===== config.mk =====
export PLATFORM = sky130hd
export DESIGN_NAME = pc_sequencer
export DESIGN_NICKNAME = d
export VERILOG_FILES = /design/src/rtl/pc_sequencer.sv
export SDC_FILE = /design/constraint.sdc
export NUM_CORES = 1
export LEC_CHECK = 0
export BUFFER_PORTS_ARGS = -buffer_cell sky130_fd_sc_hd__buf_2
export CORE_ASPECT_RATIO = 0.75
export CORE_MARGIN = 10
export CORE_UTILIZATION = 47
export CTS_CLUSTER_DIAMETER = 150
export DETAILED_ROUTE_END_ITERATION = 16
export MAX_ROUTING_LAYER = met4
export PLACE_DENSITY = 0.79
export SYNTH_ARGS = -nofsm -noshare
export SYNTH_HDL_FRONTEND = slang
export SYNTH_SLANG_ARGS = --single-unit

===== constraint.sdc =====
create_clock -name clk -period 1.7 [get_ports clk]
set_input_delay 0.255 -clock clk [delete_from_list [all_inputs] [get_ports clk]]
set_output_delay 0.255 -clock clk [all_outputs]
set_load 0.05 [all_outputs]

===== src/rtl/pc_sequencer.sv =====
// Next-PC sequencing FSM: fetch, execute, and single-level interrupt entry.
// Drives the PC register load port and keeps the interrupt return address.
module pc_sequencer #(
    parameter int              PC_W     = 10,
    parameter logic [PC_W-1:0] INTR_VEC = 'h3F0
) (
    input  logic            clk,
    input  logic            RST,
    input  logic [PC_W-1:0] pc_in,
    input  logic            mem_ready,
    input  logic            is_jump,
    input  logic [PC_W-1:0] jump_tgt,
    input  logic            is_branch,
    input  logic            br_taken,
    input  logic [PC_W-1:0] br_tgt,
    input  logic            is_mret,
    input  logic            intr,
    input  logic            intr_en,
    output logic [PC_W-1:0] pc_data,
    output logic            pc_ld,
    output logic            fetch_req,
    output logic            intr_ack,
    output logic [PC_W-1:0] mepc,
    output logic            in_isr,
    output logic [1:0]      state
);

    localparam logic [1:0] S_FETCH = 2'b00;
    localparam logic [1:0] S_EXEC  = 2'b01;
    localparam logic [1:0] S_TRAP  = 2'b10;

    logic [1:0]      state_q, state_d;
    logic [PC_W-1:0] mepc_q, mepc_d;
    logic [PC_W-1:0] saved_q, saved_d;
    logic            isr_q, isr_d;
    logic [PC_W-1:0] next_pc;
    logic [PC_W-1:0] tgt;
    logic            trap;

    assign next_pc = pc_in + {{(PC_W-1){1'b0}}, 1'b1};
    // mret is never preempted, so a trap always saves a non-mret target
    assign trap    = intr & intr_en & ~isr_q & ~is_mret;

    always_comb begin
        tgt = next_pc;
        if (is_mret)
            tgt = mepc_q;
        else if (is_jump)
            tgt = jump_tgt;
        else if (is_branch && br_taken)
            tgt = br_tgt;
    end

    always_comb begin
        state_d   = S_FETCH;
        mepc_d    = mepc_q;
        saved_d   = saved_q;
        isr_d     = isr_q;
        pc_data   = tgt;
        pc_ld     = 1'b0;
        fetch_req = 1'b0;
        intr_ack  = 1'b0;
        case (state_q)
            S_FETCH: begin
                fetch_req = 1'b1;
                state_d   = mem_ready ? S_EXEC : S_FETCH;
            end
            S_EXEC: begin
                if (trap) begin
                    saved_d = tgt;
                    state_d = S_TRAP;
                end else begin
                    pc_ld = ~RST;
                    if (is_mret)
                        isr_d = 1'b0;
                end
            end
            S_TRAP: begin
                pc_data  = INTR_VEC;
                pc_ld    = ~RST;
                intr_ack = ~RST;
                mepc_d   = saved_q;
                isr_d    = 1'b1;
            end
            default: state_d = S_FETCH;
        endcase
    end

    always_ff @(posedge clk) begin
        if (RST) begin
            state_q <= S_FETCH;
            mepc_q  <= '0;
            saved_q <= '0;
            isr_q   <= 1'b0;
        end else begin
            state_q <= state_d;
            mepc_q  <= mepc_d;
            saved_q <= saved_d;
            isr_q   <= isr_d;
        end
    end

    assign mepc   = mepc_q;
    assign in_isr = isr_q;
    assign state  = state_q;

endmodule

# Yosys cells after proc, flatten, opt, wreduce, memory -nomap -nowiden
# Index checks and enable logic that the tools add are counted.
[classes]
mux = 14
n_bitwise = 6
eq_ne = 4
n_addsub = 1
n_reduce_logical = 5
[op_table]
columns = ["op", "n"]
rows = [
  ["$mux W10", 4],
  ["$add A10 B1 Y10 const B", 1],
  ["$mux W1", 6],
  ["$ne A2 B2 Y1 const B", 2],
  ["$pmux W1 S2", 2],
  ["$pmux W2 S2", 1],
  ["$and A1 B1 Y1", 3],
  ["$not A1 Y1", 3],
  ["$reduce_and A3 Y1", 1],
  ["$eq A2 B1 Y1 const B", 1],
  ["$eq A2 B2 Y1 const B", 1],
  ["$logic_not A2 Y1", 1],
  ["$mux W2", 1],
  ["$reduce_and A2 Y1", 1],
  ["$reduce_bool A2 Y1", 1],
  ["$logic_and A1 B1 Y1", 1],
]
[word_totals]
elab_cells = 34
register_bits = 23
inputBits = 39
output_inout_bits = 26

# Depth between registers and ports, before layout
[logic_depth]
word_depth = 5
mapped_depth = 7
depth_no_buf = 6

# Least setup slack after synthesis
# No wires, ideal clock.
[synth_timing]
kind = "register -> output"
startpoint = "register state_q[1], in the netlist state[1]"
endpoint = "output pc_ld"
setup_slack_ns = -1.131
path_stages_with_launch = 6
n_path_buf = 2
t_required_ns = 1.445
arrival_time_ns = 2.576
path_cell_list = "dfxtp_1 -> ha_1 -> clkbuf_1 -> buf_2 -> a21oi_1 -> nor3b_1"
[synth_between]
elab_chain_cells = 2
word_cells_on_any_way = 3
classes_between = "eq/ne (2); mux (1)"
[synth_lines]
columns = ["item", "line_no", "text"]
rows = [
  ["start, declared", "32", "logic [1:0] state_q, state_d;"],
  ["start signal, assigned", "96", "state_q <= state_d;"],
  ["$eq A2 B2 Y1 / $eq A2 B1 Y1 (equally long branches)", "63", "case (state_q)"],
  ["$pmux W1 S2 (*)", "63", ""],
  ["end, declared", "20", "output logic pc_ld,"],
]
# Mark *: on every way between the ends. The rest lies on a longest branch, timed or not.

# Final worst setup path
[layout_timing]
startpoint = "input is_branch"
endpoint = "output pc_data[8]"
[layout_between]
elab_chain_cells = 5
[layout_lines]
columns = ["item", "line_no", "text"]
rows = [
  ["start, declared", "13", "input logic is_branch,"],
  ["$logic_and A1 B1 Y1", "50", "else if (is_branch && br_taken)"],
  ["$mux W10", "50", ""],
  ["$mux W10", "48", "else if (is_jump)"],
  ["$mux W10", "46", "if (is_mret)"],
  ["$mux W10", "63", ""],
  ["end, declared", "19", "output logic [PC_W-1:0] pc_data,"],
]
# No other way between the ends.

==> flow_summary.ini <==
[global_route]
initial_antenna_violation_count = 0
globalRoute.totalOverflow = 0
grtUsageTotal = 0.184
grt_start_max_net_pins = 15
grt_first_pass_wirelength_mm = 8.49
via_count_of_the_first_global_routing_pass = 1784

[cts]
clock-root-buffer = clkbuf_8
htree_levels = 1
clock-sinks = 23
cts_made_buffers = 3
cts_max_path_buffers = 2
insertion_delay_ns = 0.28
clk_transition_reported_paths_ns = 0.08
tritoncts = yes
postCtsHoldBufs = 0

[die]
design.die.area_um2 = 5730
die_w_um = 84.1
initial_utilization = 0.490
io_pins = 65
die_y_um = 68.1
rows = 17
core-area_um2 = 2960

[power]
cellPowerDensity_nw_per_um2 = 562
post-layout-total-power_mw = 1.41
worst_ir_drop_vdd_v = 0.000617
static-leakage-power_nw = 1.12

[layout]
commonest_cells_after_routing_fill_and_taps_aside = buf_2 (46), buf_4 (37), dfxtp_1 (21), nor2_1 (20), buf_6 (18)
antenna_cells = 0
non_filler_cell_area_final_um2 = 2510
layout.area.seq_um2 = 468
multi_input_area_um2 = 1150
synthToLayoutAreaGrowth_pct = 73.1
mostFrequentLayoutCell = buf_2
nFillCells = 162
final_layout_size_suffix_gt1_frac = 0.523
layout.nets = 327

[sta]
drv_slew = 0
max_freq_mhz = 585
grt_setup_unrepaired = yes
fraction_of_the_cycle_the_final_worst_path_needs = 1.01
max_slew_margin = 0.783
final-setup-viol-count = 4
finalHoldViolations = 0
hold_slack_ns = 0.213
clock_skew_ns = 0.00460
layout_setup_ws_ns = -0.00886
worstMarginPinSlew_ns = 0.326
min_period_ns = 1.71

[drt]
wl_per_cell_um = 19.4
drt_drc_violations_left = 0
drt_pass1_iterations = 4
drtAntennaViolNets = 0
top_signal_layer_used = met4
via_count = 1929
finalWirelength_mm = 6.24
via_per_inst = 6.01
wl_met3_um = 485
wl_met1_mm = 2.45
wl_met2_mm = 3.14
initialDrtViolationCount = 250

[critical_path]
crit_path_top_delay_cell = a221oi_2
crit_required_ns = 1.44
slowest_delay_ns = 0.24
crit_chain = buf_2, and2_4, buf_4, a221oi_2, a21oi_1, o21bai_2, buf_6
cp_data_arrival_time_ns = 1.45
timing.critical_path.max_delay_family = compound AO/OA/AOI/OAI gates
critical_path.startpoint_type = input port
worstPathBufferInverterCount = 3
path_class = in -> out
timing.critical_path.to_type = output pin
path_max_fanout = 6
crit_startpoint = is_branch
worst_r2r_startpoint = state[0]$_SDFF_PP0_

[placed_design]
hpwl_mm = 3.89
gp_congestion = 0.924
dpl-instance-area_um2 = 2090
port_buffers = 64
dpl_worst_slack_ns = -0.156

[logic_synthesis]
post_synth_edffs = 0
synthesis.instances = 185
synth-seq-cells = 23
synth-async-reset-ratio = 0
synth.net_count = 228
avgSynthCellArea_um2 = 7.84
yosysWarningCount = 0
synthDistinctLibCells = 45
synth_area_um2 = 1450
synth-seq-area-share = 0.318
ys_dominant_reg_cell = dfxtp_1

[status]
failing_checks = setup timing
run_status = finished, violations left

[hold_path]
hold_path_startpoint = mem_ready
timing.hold.worst.class = in -> reg

[flow_run]
drv_cap = 0
==> worst register-to-register path, delay by kind of cell, from the launching register on <==
family	cells	cell delay, ns
compound gates	2	0.26
simple gates	1	0.21
buf+inv	2	0.32
flops	1	0.37
fa+ha+maj	1	0.17
==> cells by family (layout without fill, tap and decap cells) <==
logic type,Yosys count,in the layout,share of synthesized area
buffers and inverters,21,118,0.0647
muxes,10,10,0.0690
and+or+nand+nor,70,71,0.241
adders and majority gates,4,4,0.0345
AOI/OAI and AO/OA,54,54,0.255
xor gates and xnor gates,3,3,0.0181
DFF,23,23,0.318
==> stage by stage <==
stage               std cells  TNS (ns)   util
detailed placement        304    -0.865  0.708
global route              321    -0.354  0.849
global placement          304    -0.671  0.708
finish                    321   -0.0272  0.849
floorplan                 185   -0.0470      -
CTS                       309   -0.0206  0.762
==> what timing repair did <==
item | 4_1_cts | 5_1_grt
buffers inserted | 1 | 11
endpoints found under the setup margin | 11 | 11
gates cloned | 0 | 1
hold endpoints to repair | 0 | 0
pin swaps | 7 | 15
resized for setup | 33 | 45
==> path summary, 6_finish.rpt <==
kind / end / slack, ns / cells after the start
worst min register to register: saved_q[9]$_SDFFE_PP0P_ / 0.50 / 2
worst max-delay path: pc_data[8] / -0.009 / 7
worst max register to register: saved_q[6]$_SDFFE_PP0P_ / 0.26 / 6
worst min-delay path: state[0]$_SDFF_PP0_ / 0.21 / 2
==> power breakdown <==
part | total [mW] | switching [mW] | internal (mW)
sequential | 0.547 | 0.00481 | 0.542
clock | 0.362 | 0.197 | 0.165
combinational | 0.503 | 0.284 | 0.219
total | 1.41 | 0.486 | 0.925
==> synth_stat cells (all sizes together), types with 3 or more instances <==
cell type	number	area, um^2
nor2	26	105
dfxtp	23	460
a21oi	14	70.1
nand2	11	41.3
inv	10	37.5
mux2i	10	100
nand3	10	55.1
o21ai	10	50.1
nor3	7	35.0
clkbuf	6	22.5
buf	5	33.8
o31ai	5	37.5
a211oi	4	35.0
ha	4	50.1
a22oi	3	22.5
and3	3	18.8
o31a	3	26.3
xor2	3	26.3
==> metal layers <==
metal,up-vias,GRT usage
met5,-,-
met4,0,0.0292
met3,19,0.0486
met2,104,0.334
met1,934,0.204
li1,872,-
==> area by class of cell <==
class | count | share of cell area
Timing Repair Buffer | 104 | 0.303
Clock inverter | 1 | 0.00199
Inverter | 10 | 0.0160
Multi-Input combinational cell | 142 | 0.457
Clock buffer | 3 | 0.0165
Sequential cell | 23 | 0.186
Tap cell | 38 | 0.0189
==> registers in the layout, summed over array words and instances, names as in the netlist <==
name,cells
saved_q,10
in_isr,1
mepc,10
state,2
No activity file was read; power rests on OpenSTA's default activity.
